### src/rtl/pipeline_hazard_ctrl_if.sv
// rtl/pipeline_hazard_ctrl_if.sv - hazard controller bundle: pipeline status in, stall/flush/perf out
// Ports (signals):
//   id_valid, id_rs1, id_rs2, id_use_rs1, id_use_rs2     ID-stage operand info
//   ex_valid, ex_mem_read, ex_rd, ex_muldiv, ex_redirect  EX-stage info
//   imem_ready, mem_req, dmem_ready                       memory wait states
//   pc_stall, *_stall, *_flush                            pipeline register control
//   muldiv_busy, stall_count, redirect_count              status / perf counters
// master: pipeline side (drives status), slave: hazard controller.
interface pipeline_hazard_ctrl_if #(
  parameter int CNT_W = 32
);
  logic             id_valid;
  logic [4:0]       id_rs1;
  logic [4:0]       id_rs2;
  logic             id_use_rs1;
  logic             id_use_rs2;
  logic             ex_valid;
  logic             ex_mem_read;
  logic [4:0]       ex_rd;
  logic             ex_muldiv;
  logic             ex_redirect;
  logic             imem_ready;
  logic             mem_req;
  logic             dmem_ready;
  logic             pc_stall;
  logic             if_id_stall;
  logic             if_id_flush;
  logic             id_ex_stall;
  logic             id_ex_flush;
  logic             ex_mem_stall;
  logic             ex_mem_flush;
  logic             muldiv_busy;
  logic [CNT_W-1:0] stall_count;
  logic [CNT_W-1:0] redirect_count;

  modport master (
    output id_valid, id_rs1, id_rs2, id_use_rs1, id_use_rs2,
    output ex_valid, ex_mem_read, ex_rd, ex_muldiv, ex_redirect,
    output imem_ready, mem_req, dmem_ready,
    input  pc_stall, if_id_stall, if_id_flush, id_ex_stall, id_ex_flush,
    input  ex_mem_stall, ex_mem_flush, muldiv_busy, stall_count, redirect_count
  );

  modport slave (
    input  id_valid, id_rs1, id_rs2, id_use_rs1, id_use_rs2,
    input  ex_valid, ex_mem_read, ex_rd, ex_muldiv, ex_redirect,
    input  imem_ready, mem_req, dmem_ready,
    output pc_stall, if_id_stall, if_id_flush, id_ex_stall, id_ex_flush,
    output ex_mem_stall, ex_mem_flush, muldiv_busy, stall_count, redirect_count
  );
endinterface

### src/rtl/pipeline_hazard_ctrl.sv
// rtl/pipeline_hazard_ctrl.sv - prioritized stall/flush controller for the 5-stage core
// Ports:
//   clk      in  clock
//   reset_n  in  asynchronous active-low reset
//   hz       slave modport of pipeline_hazard_ctrl_if (status in, stall/flush/counters out)
// Params: MULDIV_LAT (>=1) cycles a mul/div occupies EX, CNT_W perf counter width.
module pipeline_hazard_ctrl #(
  parameter int MULDIV_LAT = 4,
  parameter int CNT_W      = 32
) (
  input  logic                 clk,
  input  logic                 reset_n,
  pipeline_hazard_ctrl_if.slave hz
);

  localparam int CW       = $clog2(MULDIV_LAT) + 1;
  // The trigger cycle is the first EX cycle and the cnt==0 cycle is the last,
  // so the counter is loaded with LAT-2 to span exactly MULDIV_LAT cycles.
  localparam int LOAD_VAL = (MULDIV_LAT >= 2) ? MULDIV_LAT - 2 : 0;

  typedef enum logic {
    ST_IDLE = 1'b0,
    ST_BUSY = 1'b1
  } state_e;

  state_e           state_q, state_d;
  logic [CW-1:0]    cnt_q, cnt_d;
  logic [CNT_W-1:0] stall_cnt_q, stall_cnt_d;
  logic [CNT_W-1:0] redir_cnt_q, redir_cnt_d;

  logic mem_wait, load_use, fetch_wait, md_stall;
  logic rs1_hit, rs2_hit;
  logic pc_stall, if_id_stall, if_id_flush, id_ex_stall, id_ex_flush;
  logic ex_mem_stall, ex_mem_flush, redirect_taken;

  always_comb begin
    mem_wait   = hz.mem_req & ~hz.dmem_ready;
    fetch_wait = ~hz.imem_ready;
    rs1_hit    = hz.id_use_rs1 & (hz.id_rs1 == hz.ex_rd);
    rs2_hit    = hz.id_use_rs2 & (hz.id_rs2 == hz.ex_rd);
    load_use   = hz.ex_valid & hz.ex_mem_read & (hz.ex_rd != 5'd0) &
                 hz.id_valid & (rs1_hit | rs2_hit);
  end

  // Mul/div occupancy FSM
  always_comb begin
    state_d  = state_q;
    cnt_d    = cnt_q;
    md_stall = 1'b0;
    if (MULDIV_LAT > 1) begin
      case (state_q)
        ST_IDLE: begin
          if (hz.ex_valid && hz.ex_muldiv && !mem_wait) begin
            md_stall = 1'b1;
            state_d  = ST_BUSY;
            cnt_d    = CW'(LOAD_VAL);
          end
        end
        ST_BUSY: begin
          if (cnt_q != '0) begin
            // Counting continues through a memory freeze.
            md_stall = 1'b1;
            cnt_d    = cnt_q - CW'(1);
          end else if (!mem_wait) begin
            state_d = ST_IDLE;
          end
          // cnt==0 under mem_wait: linger in BUSY without stalling or re-arming.
        end
        default: begin
          state_d = ST_IDLE;
          cnt_d   = '0;
        end
      endcase
    end
  end

  // Priority resolution: exactly one rule wins each cycle.
  always_comb begin
    pc_stall       = 1'b0;
    if_id_stall    = 1'b0;
    if_id_flush    = 1'b0;
    id_ex_stall    = 1'b0;
    id_ex_flush    = 1'b0;
    ex_mem_stall   = 1'b0;
    ex_mem_flush   = 1'b0;
    redirect_taken = 1'b0;
    if (!reset_n) begin
      if_id_flush  = 1'b1;
      id_ex_flush  = 1'b1;
      ex_mem_flush = 1'b1;
    end else if (mem_wait) begin
      pc_stall     = 1'b1;
      if_id_stall  = 1'b1;
      id_ex_stall  = 1'b1;
      ex_mem_stall = 1'b1;
    end else if (md_stall) begin
      pc_stall     = 1'b1;
      if_id_stall  = 1'b1;
      id_ex_stall  = 1'b1;
      ex_mem_flush = 1'b1;
    end else if (hz.ex_redirect) begin
      if_id_flush    = 1'b1;
      id_ex_flush    = 1'b1;
      redirect_taken = 1'b1;
    end else if (load_use) begin
      pc_stall    = 1'b1;
      if_id_stall = 1'b1;
      id_ex_flush = 1'b1;
    end else if (fetch_wait) begin
      pc_stall    = 1'b1;
      if_id_flush = 1'b1;
    end
  end

  always_comb begin
    stall_cnt_d = stall_cnt_q;
    redir_cnt_d = redir_cnt_q;
    if (pc_stall && (stall_cnt_q != '1)) begin
      stall_cnt_d = stall_cnt_q + CNT_W'(1);
    end
    if (redirect_taken && (redir_cnt_q != '1)) begin
      redir_cnt_d = redir_cnt_q + CNT_W'(1);
    end
  end

  always_ff @(posedge clk or negedge reset_n) begin
    if (!reset_n) begin
      state_q     <= ST_IDLE;
      cnt_q       <= '0;
      stall_cnt_q <= '0;
      redir_cnt_q <= '0;
    end else begin
      state_q     <= state_d;
      cnt_q       <= cnt_d;
      stall_cnt_q <= stall_cnt_d;
      redir_cnt_q <= redir_cnt_d;
    end
  end

  assign hz.pc_stall       = pc_stall;
  assign hz.if_id_stall    = if_id_stall;
  assign hz.if_id_flush    = if_id_flush;
  assign hz.id_ex_stall    = id_ex_stall;
  assign hz.id_ex_flush    = id_ex_flush;
  assign hz.ex_mem_stall   = ex_mem_stall;
  assign hz.ex_mem_flush   = ex_mem_flush;
  assign hz.muldiv_busy    = (state_q == ST_BUSY);
  assign hz.stall_count    = stall_cnt_q;
  assign hz.redirect_count = redir_cnt_q;

endmodule

### src/flat_wrapper.sv
// flat-port wrapper written by rule: the top's interface ports become plain ports
module pipeline_hazard_ctrl_flat 
#(
  parameter int MULDIV_LAT = 4,
  parameter int CNT_W      = 32
)
  (clk, reset_n, hz_id_valid, hz_id_rs1, hz_id_rs2, hz_id_use_rs1, hz_id_use_rs2, hz_ex_valid, hz_ex_mem_read, hz_ex_rd, hz_ex_muldiv, hz_ex_redirect, hz_imem_ready, hz_mem_req, hz_dmem_ready, hz_pc_stall, hz_if_id_stall, hz_if_id_flush, hz_id_ex_stall, hz_id_ex_flush, hz_ex_mem_stall, hz_ex_mem_flush, hz_muldiv_busy, hz_stall_count, hz_redirect_count);
  pipeline_hazard_ctrl_if #(.CNT_W(CNT_W)) hz_i ();
  input  logic clk;
  input  logic reset_n;
  input wire logic [$bits(hz_i.id_valid)-1:0] hz_id_valid;
  input wire logic [$bits(hz_i.id_rs1)-1:0] hz_id_rs1;
  input wire logic [$bits(hz_i.id_rs2)-1:0] hz_id_rs2;
  input wire logic [$bits(hz_i.id_use_rs1)-1:0] hz_id_use_rs1;
  input wire logic [$bits(hz_i.id_use_rs2)-1:0] hz_id_use_rs2;
  input wire logic [$bits(hz_i.ex_valid)-1:0] hz_ex_valid;
  input wire logic [$bits(hz_i.ex_mem_read)-1:0] hz_ex_mem_read;
  input wire logic [$bits(hz_i.ex_rd)-1:0] hz_ex_rd;
  input wire logic [$bits(hz_i.ex_muldiv)-1:0] hz_ex_muldiv;
  input wire logic [$bits(hz_i.ex_redirect)-1:0] hz_ex_redirect;
  input wire logic [$bits(hz_i.imem_ready)-1:0] hz_imem_ready;
  input wire logic [$bits(hz_i.mem_req)-1:0] hz_mem_req;
  input wire logic [$bits(hz_i.dmem_ready)-1:0] hz_dmem_ready;
  output wire logic [$bits(hz_i.pc_stall)-1:0] hz_pc_stall;
  output wire logic [$bits(hz_i.if_id_stall)-1:0] hz_if_id_stall;
  output wire logic [$bits(hz_i.if_id_flush)-1:0] hz_if_id_flush;
  output wire logic [$bits(hz_i.id_ex_stall)-1:0] hz_id_ex_stall;
  output wire logic [$bits(hz_i.id_ex_flush)-1:0] hz_id_ex_flush;
  output wire logic [$bits(hz_i.ex_mem_stall)-1:0] hz_ex_mem_stall;
  output wire logic [$bits(hz_i.ex_mem_flush)-1:0] hz_ex_mem_flush;
  output wire logic [$bits(hz_i.muldiv_busy)-1:0] hz_muldiv_busy;
  output wire logic [$bits(hz_i.stall_count)-1:0] hz_stall_count;
  output wire logic [$bits(hz_i.redirect_count)-1:0] hz_redirect_count;
  assign hz_i.id_valid = hz_id_valid;
  assign hz_i.id_rs1 = hz_id_rs1;
  assign hz_i.id_rs2 = hz_id_rs2;
  assign hz_i.id_use_rs1 = hz_id_use_rs1;
  assign hz_i.id_use_rs2 = hz_id_use_rs2;
  assign hz_i.ex_valid = hz_ex_valid;
  assign hz_i.ex_mem_read = hz_ex_mem_read;
  assign hz_i.ex_rd = hz_ex_rd;
  assign hz_i.ex_muldiv = hz_ex_muldiv;
  assign hz_i.ex_redirect = hz_ex_redirect;
  assign hz_i.imem_ready = hz_imem_ready;
  assign hz_i.mem_req = hz_mem_req;
  assign hz_i.dmem_ready = hz_dmem_ready;
  assign hz_pc_stall = hz_i.pc_stall;
  assign hz_if_id_stall = hz_i.if_id_stall;
  assign hz_if_id_flush = hz_i.if_id_flush;
  assign hz_id_ex_stall = hz_i.id_ex_stall;
  assign hz_id_ex_flush = hz_i.id_ex_flush;
  assign hz_ex_mem_stall = hz_i.ex_mem_stall;
  assign hz_ex_mem_flush = hz_i.ex_mem_flush;
  assign hz_muldiv_busy = hz_i.muldiv_busy;
  assign hz_stall_count = hz_i.stall_count;
  assign hz_redirect_count = hz_i.redirect_count;
  pipeline_hazard_ctrl #(.MULDIV_LAT(MULDIV_LAT), .CNT_W(CNT_W)) u_core (.clk(clk), .reset_n(reset_n), .hz(hz_i));
endmodule
### config.mk
export PLATFORM = sky130hd
export DESIGN_NAME = pipeline_hazard_ctrl_flat
export DESIGN_NICKNAME = d
export VERILOG_FILES = /design/src/rtl/pipeline_hazard_ctrl_if.sv /design/src/rtl/pipeline_hazard_ctrl.sv /design/src/flat_wrapper.sv
export SDC_FILE = /design/constraint.sdc
export NUM_CORES = 1
export LEC_CHECK = 0
export ABC_AREA = 1
export BUFFER_PORTS_ARGS = -buffer_cell sky130_fd_sc_hd__buf_4
export CORE_UTILIZATION = 55
export CTS_CLUSTER_DIAMETER = 150
export DETAILED_ROUTE_END_ITERATION = 10
export GPL_ROUTABILITY_DRIVEN = 0
export PLACE_DENSITY = 0.81
export SLEW_MARGIN = 20
export SYNTH_ARGS = -nofsm -noshare
export SYNTH_HDL_FRONTEND = slang
export SYNTH_SLANG_ARGS = --single-unit
### constraint.sdc
create_clock -name clk -period 2.8 [get_ports clk]
set_clock_uncertainty 0.05 [all_clocks]
set_input_delay 0.42 -clock clk [delete_from_list [all_inputs] [get_ports clk]]
set_output_delay 0.42 -clock clk [all_outputs]
set_load 0.03 [all_outputs]
==> run summary, run 1 <==
die width = 93.2 um
Avg Vias per Cell = 5.36
crit end category = primary output
Row Count = 32
largest net degree at the start of global routing = 65
synth-to-layout area growth = 22.2%
Ports = 99
Clock Tree Buf Depth = 2
Storage cell area = 1700 sq um
multi-input logic area = 2540 sq um
gr ovfl total = 0
most frequent cells in the layout = nand2_1 (282), buf_4 (102), nor2_1 (76)
sequential share of the synthesized area = 37.2%
setup violators final = 0
CTS tree = yes
wire length per cell = 13.7 um
H-tree Lvls = 3
post-synthesis register bit count = 68
layout cells sized above 1 = 18.0%
synth warn = 0
r2r setup slk = 0.42 ns
starting density of the core = 58.0%
dpl cells = 869
Syn Inst Count = 680
Hold Crit Class = primary input to flop
reg2reg start = u_core.cnt_q[0]
pre-CTS WS = 0.370 ns
Critical Path AT = 2.06 ns
post-CTS setup buffers = 0
startpoint class of the critical path = flop
post-DP HPWL = 9050 um
cell area power density = 578 nW/um^2
die area = 8680 sq um
Slew Viols, Final = 0
Hold-fix buffers, CTS = 1
Final Hold Vio Count = 0
Period Utilization, post-route = 90.4%
Hold Path Stages = 4
Fill cells = 697
Port Buffers = 98
area leader, netlist = dfrtp_1
clock transition at the registers of the reported paths = 0.06 ns
# clock sinks = 68
max cap viols = 0
RSZ-0062 raised after global routing = no
LEAKAGE = 2.91 nW
Vias = 4,746
min setup slack post-route = 0.268 ns
f_max = 0.395 GHz
GRT Overall Usage = 29.5%
maximum vdd drop = 0.000411 V
post-CTS resize count = 0
commonest non-fill, non-tap cell in the layout = nand2_1
Root Driver = clkbuf_8
initial antenna violation count = 0
outcome = finished clean
Synth top area share = 37.2%
PnR Total Power = 3.23 mW
FF-to-FF End = u_core.hz.redirect_count[3]
Final Util = 70.8%
first-pass GRT wire length = 20,100 um
die height = 93.2 um
slew at the pin closest to its max-slew limit = 0.818 ns
Slew headroom = 45.5%
Core Region = 7890 sq um
top cells by area, synth = dfrtp_1 (37%), nand2_1 (23%), xor2_1 (8.0%)
hold_sp = hz_dmem_ready
Post-route DRC = 0
antenna-violating nets left = 0
ant diodes = 0
Hold Path End = u_core.hz.muldiv_busy
final WL = 12,100 um
clk_lat worst skew = 0.35 ns
Crit Path Category = flop to primary output
final non-filler cell total = 886
Syn Area/Cell = 6.72 sq um
Syn Nets = 711
distinct cell type count after synthesis = 27
R2R cell count = 10
final net count = 810
setup TNS = 0 ns
DR iter-0 viols = 341
TritonCTS Buffers = 9
WP data required = 2.33 ns
min Tclk post-route = 2.53 ns
vias in the first global route = 4,417
Post-Syn Area = 4570 sq um
Crit Path Max Fanout = 13
Pre-antenna DRT Iters = 5
## layout make-up
cell class,count,area share [%]
inverters,63,4.23
multi-input cells,534,45.4
clock buffers,12,2.42
repair buffers,103,13.9
flip-flops and latches,68,30.5
clock inverters,4,1.32
well taps,102,2.28
## registers in the layout (all words and copies together) (netlist names)
| signal | flops |
|---|---|
| u_core.hz.stall_count | 32 |
| u_core.hz.muldiv_busy | 1 |
| u_core.hz.redirect_count | 32 |
| u_core.cnt_q | 3 |
## metal layers
layer	routed length (um)	share of wire [%]	global-route usage [%]
met2	5450	45	46.0
met4	273	2.3	12.8
met5	0	0	0
met3	1040	8.6	4.47
met1	5340	44	40.8
## where the power goes
group / switching, mW / internal, mW
clock: 0.385 / 0.503
combinational: 0.723 / 0.361
sequential: 0.152 / 1.10
total: 1.26 / 1.97
## cells in the mapped netlist, drive strengths merged
cell      n
nand3b    4
a21oi     3
xor2     42
nand2   284
nand3    46
o21ai    17
nor3     29
clkbuf    1
o211ai    1
inv      63
dfrtp    68
nor2     80
xnor2    14
ha        4
buf      14
nand4    10
## per-stage QoR
step                      hold slack, ns  cell area, sq um
final                              0.348              5590
after global routing               0.355              5590
after CTS                          0.333              5590
after detailed placement           0.207              5370
after global placement             0.205              5370
after floorplan                   0.0744              4570
## worst max path at each step
stage / from / end / depth (start not counted)
after global placement: hz_dmem_ready / u_core.hz.redirect_count[2] / 10
after detailed placement: hz_dmem_ready / u_core.hz.redirect_count[3] / 10
after global routing: u_core.cnt_q[0] / hz_pc_stall / 8
after CTS: u_core.cnt_q[0] / hz_pc_stall / 8
after floorplan: hz_mem_req / hz_if_id_flush / 8
final: u_core.cnt_q[0] / hz_pc_stall / 8
## kinds of logic (layout without fill, tap and decap cells)
group	after synthesis	count (layout)	synth area share [%]
simple gates	453	453	41.2
buf+inv	78	182	7.31
flops	68	68	37.2
xor+xnor	56	56	10.7
compound gates	21	21	2.44
fa+ha+maj	4	4	1.09
## critical path, stage by stage (launching register included)
cell     delay [ns]
dfrtp_1        0.39
inv_1          0.08
ha_1           0.14
nand2_1        0.06
nand2_1        0.12
nand2_1        0.11
o21ai_2        0.20
nand3_2        0.32
buf_4          0.29
Power figures use the tool's default switching activity.
==> inputs of run 2 (changes only) <==
CELL_PAD_IN_SITES_DETAIL_PLACEMENT = 1   (was unset)
CELL_PAD_IN_SITES_GLOBAL_PLACEMENT = 2   (was unset)
CORE_UTILIZATION = 32   (was 55)
MAX_ROUTING_LAYER = met4   (was unset)
PLACE_DENSITY = 0.86   (was 0.81)
==> run 2 against run 1 <==
Total power increased by 12%. Final area increased by 3.8%. Worst hold slack improved by 0.038 ns. Setup slack improved by 0.0078 ns. Global-route usage decreased by 7.4 points.
==> run summary, run 2 (synthesis gave the netlist of run 1 again) <==
outcome = finished clean
startpoint class of the critical path = primary input
Critical Path AT = 2.05 ns (about the same)
setup TNS = 0 ns (unchanged)
Vias = 4,669 (-1.6%)
CTS tree = yes
gr ovfl total = 0 (unchanged)
die area = 14,800 sq um (+70%)
Period Utilization, post-route = 90.1% (-0.28 points)
final net count = 811 (+0.12%)
starting density of the core = 32.8% (-25 points)
Post-route DRC = 0 (unchanged)
Clock Tree Buf Depth = 2 (unchanged)
TritonCTS Buffers = 9 (unchanged)
CP top delay family = buffers and inverters
setup violators final = 0 (unchanged)
Crit Path Category = primary input to primary output
die height = 122 um (+30%)
die width = 122 um (+30%)
H-tree Lvls = 3 (unchanged)
layout cells sized above 1 = 18.3% (+0.36 points)
largest net degree at the start of global routing = 52 (-20%)
GRT Overall Usage = 22.1% (-7.4 points)
clock transition at the registers of the reported paths = 0.06 ns (about the same)
maximum vdd drop = 0.000306 V (-26%)
most used cell, CP = buf_4
Fill cells = 1,789 (+160%)
CP max stage delay = 0.52 ns (+0.13 ns)
cell area power density = 623 nW/um^2 (+7.9%)
Hold Crit Class = primary input to flop
first-pass GRT wire length = 24,500 um (+22%)
pre-CTS WS = 0.579 ns (+0.209 ns)
ant diodes = 0 (unchanged)
Port Buffers = 98 (unchanged)
final WL = 14,900 um (+23%)
slowest stage cell, crit path = dlygate4sd3_1
slew at the pin closest to its max-slew limit = 0.676 ns (-0.142 ns)
DR iter-0 viols = 206 (-40%)
initial antenna violation count = 0 (unchanged)
final cell area excluding filler cells = 5800 sq um (+3.8%)
worst path cell trace = dlygate4sd3_1 -> buf_4 -> inv_1 -> nor2_1 -> nand3_1 -> nand2_1 -> a21oi_1 -> buf_4
synth-to-layout area growth = 26.9%
Slew headroom = 55.0% (+9.5 points)
f_max = 0.396 GHz (+0.31%)
Pre-antenna DRT Iters = 4 (-1)
min Tclk post-route = 2.52 ns (-0.00783 ns)
multi-input logic area = 2540 sq um (unchanged)
CP bufs+invs = 4 (+2)
# clock sinks = 68 (unchanged)
max cap viols = 0 (unchanged)
Final Hold Vio Count = 0 (unchanged)
Placed Area = 5470 sq um (+2.0%)
crit end category = primary output
LEAKAGE = 2.97 nW (+2.0%)
post-DP HPWL = 11,500 um (+27%)
commonest non-fill, non-tap cell in the layout = nand2_1
Root Driver = clkbuf_16
Slew Viols, Final = 0 (unchanged)
post-CTS resize count = 0 (unchanged)
Crit Path Max Fanout = 22 (+9)
WP data required = 2.33 ns (about the same)
most frequent cells in the layout = nand2_1 (282), buf_4 (103), nor2_1 (76)
antenna-violating nets left = 0 (unchanged)
vias in the first global route = 4,781 (+8.2%)
Row Count = 43 (+34%)
Core Region = 13,900 sq um (+77%)
wire length per cell = 15.4 um (+13%)
PnR Total Power = 3.62 mW (+12%)
RSZ-0062 raised after global routing = no
Storage cell area = 1700 sq um (unchanged)
Avg Vias per Cell = 4.84 (-9.7%)
min setup slack post-route = 0.276 ns (+0.00783 ns)
Ports = 99 (unchanged)
clk_lat worst skew = 0.33 ns (-0.02 ns)
[run 2: cell types whose count changed in the layout (fill, tap and decap cells not counted)]
cell	change
clkbuf_16	+9
clkbuf_8	-8
clkbuf_1	-2
clkinv_2	+2
buf_4	+1
clkinv_4	-1
[run 2: per-layer routing]
metal | vias to the layer above | wire length [um] | track usage [%]
met5 | - | 0 | -
met4 | 0 | 237 | 6.87
met1 | 2245 | 7290 | 29.9
met2 | 98 | 6650 | 33.8
met3 | 12 | 681 | 3.56
li1 | 2314 | - | -
[run 2: timing repair]
action,in CTS,in global routing
setup buffers,0,0
setup endpoints to repair,0,0
hold buffers,1,0
endpoints found under the hold margin,17,0
[run 2: path summary, 6_finish.rpt]
path                                            from                           end  slack [ns]  depth (start not counted)
hold / removal                         hz_dmem_ready         u_core.hz.muldiv_busy        0.39                          4
hold reg to reg            u_core.hz.stall_count[31]     u_core.hz.stall_count[31]        0.46                          2
setup reg to reg            u_core.hz.stall_count[0]      u_core.hz.stall_count[1]        0.59                          9
setup / recovery                             reset_n                hz_if_id_flush        0.28                          8
max in group asynchronous                    reset_n      u_core.hz.stall_count[0]        1.24                          3
min in group asynchronous                    reset_n  u_core.hz.redirect_count[27]        0.47                          2
[run 2: stage by stage]
step | hold slack [ns] | util, % | instances
floorplan | 0.0744 | - | 680
global placement | 0.276 | 39.3 | 948
detailed placement | 0.288 | 39.3 | 948
CTS | 0.390 | 41.6 | 965
global route | 0.415 | 41.6 | 965
finish | 0.386 | 41.6 | 965
[run 2: worst min-delay path, cell delays in order]
cell     delay (ns)
buf_4          0.08
nor2_2         0.05
inv_2          0.07
o21ai_0        0.09
[run 2: power breakdown]
group | switching, mW | internal [mW]
combinational | 0.746 | 0.360
sequential | 0.163 | 1.10
clock | 0.442 | 0.800
total | 1.35 | 2.27
[run 2: cell type report]
cell class              count  area share (%)
repair buffers            104            13.5
well taps                 180            3.88
clock inverters             5            1.29
flip-flops and latches     68            29.3
inverters                  63            4.08
multi-input cells         534            43.7
clock buffers              11            4.18
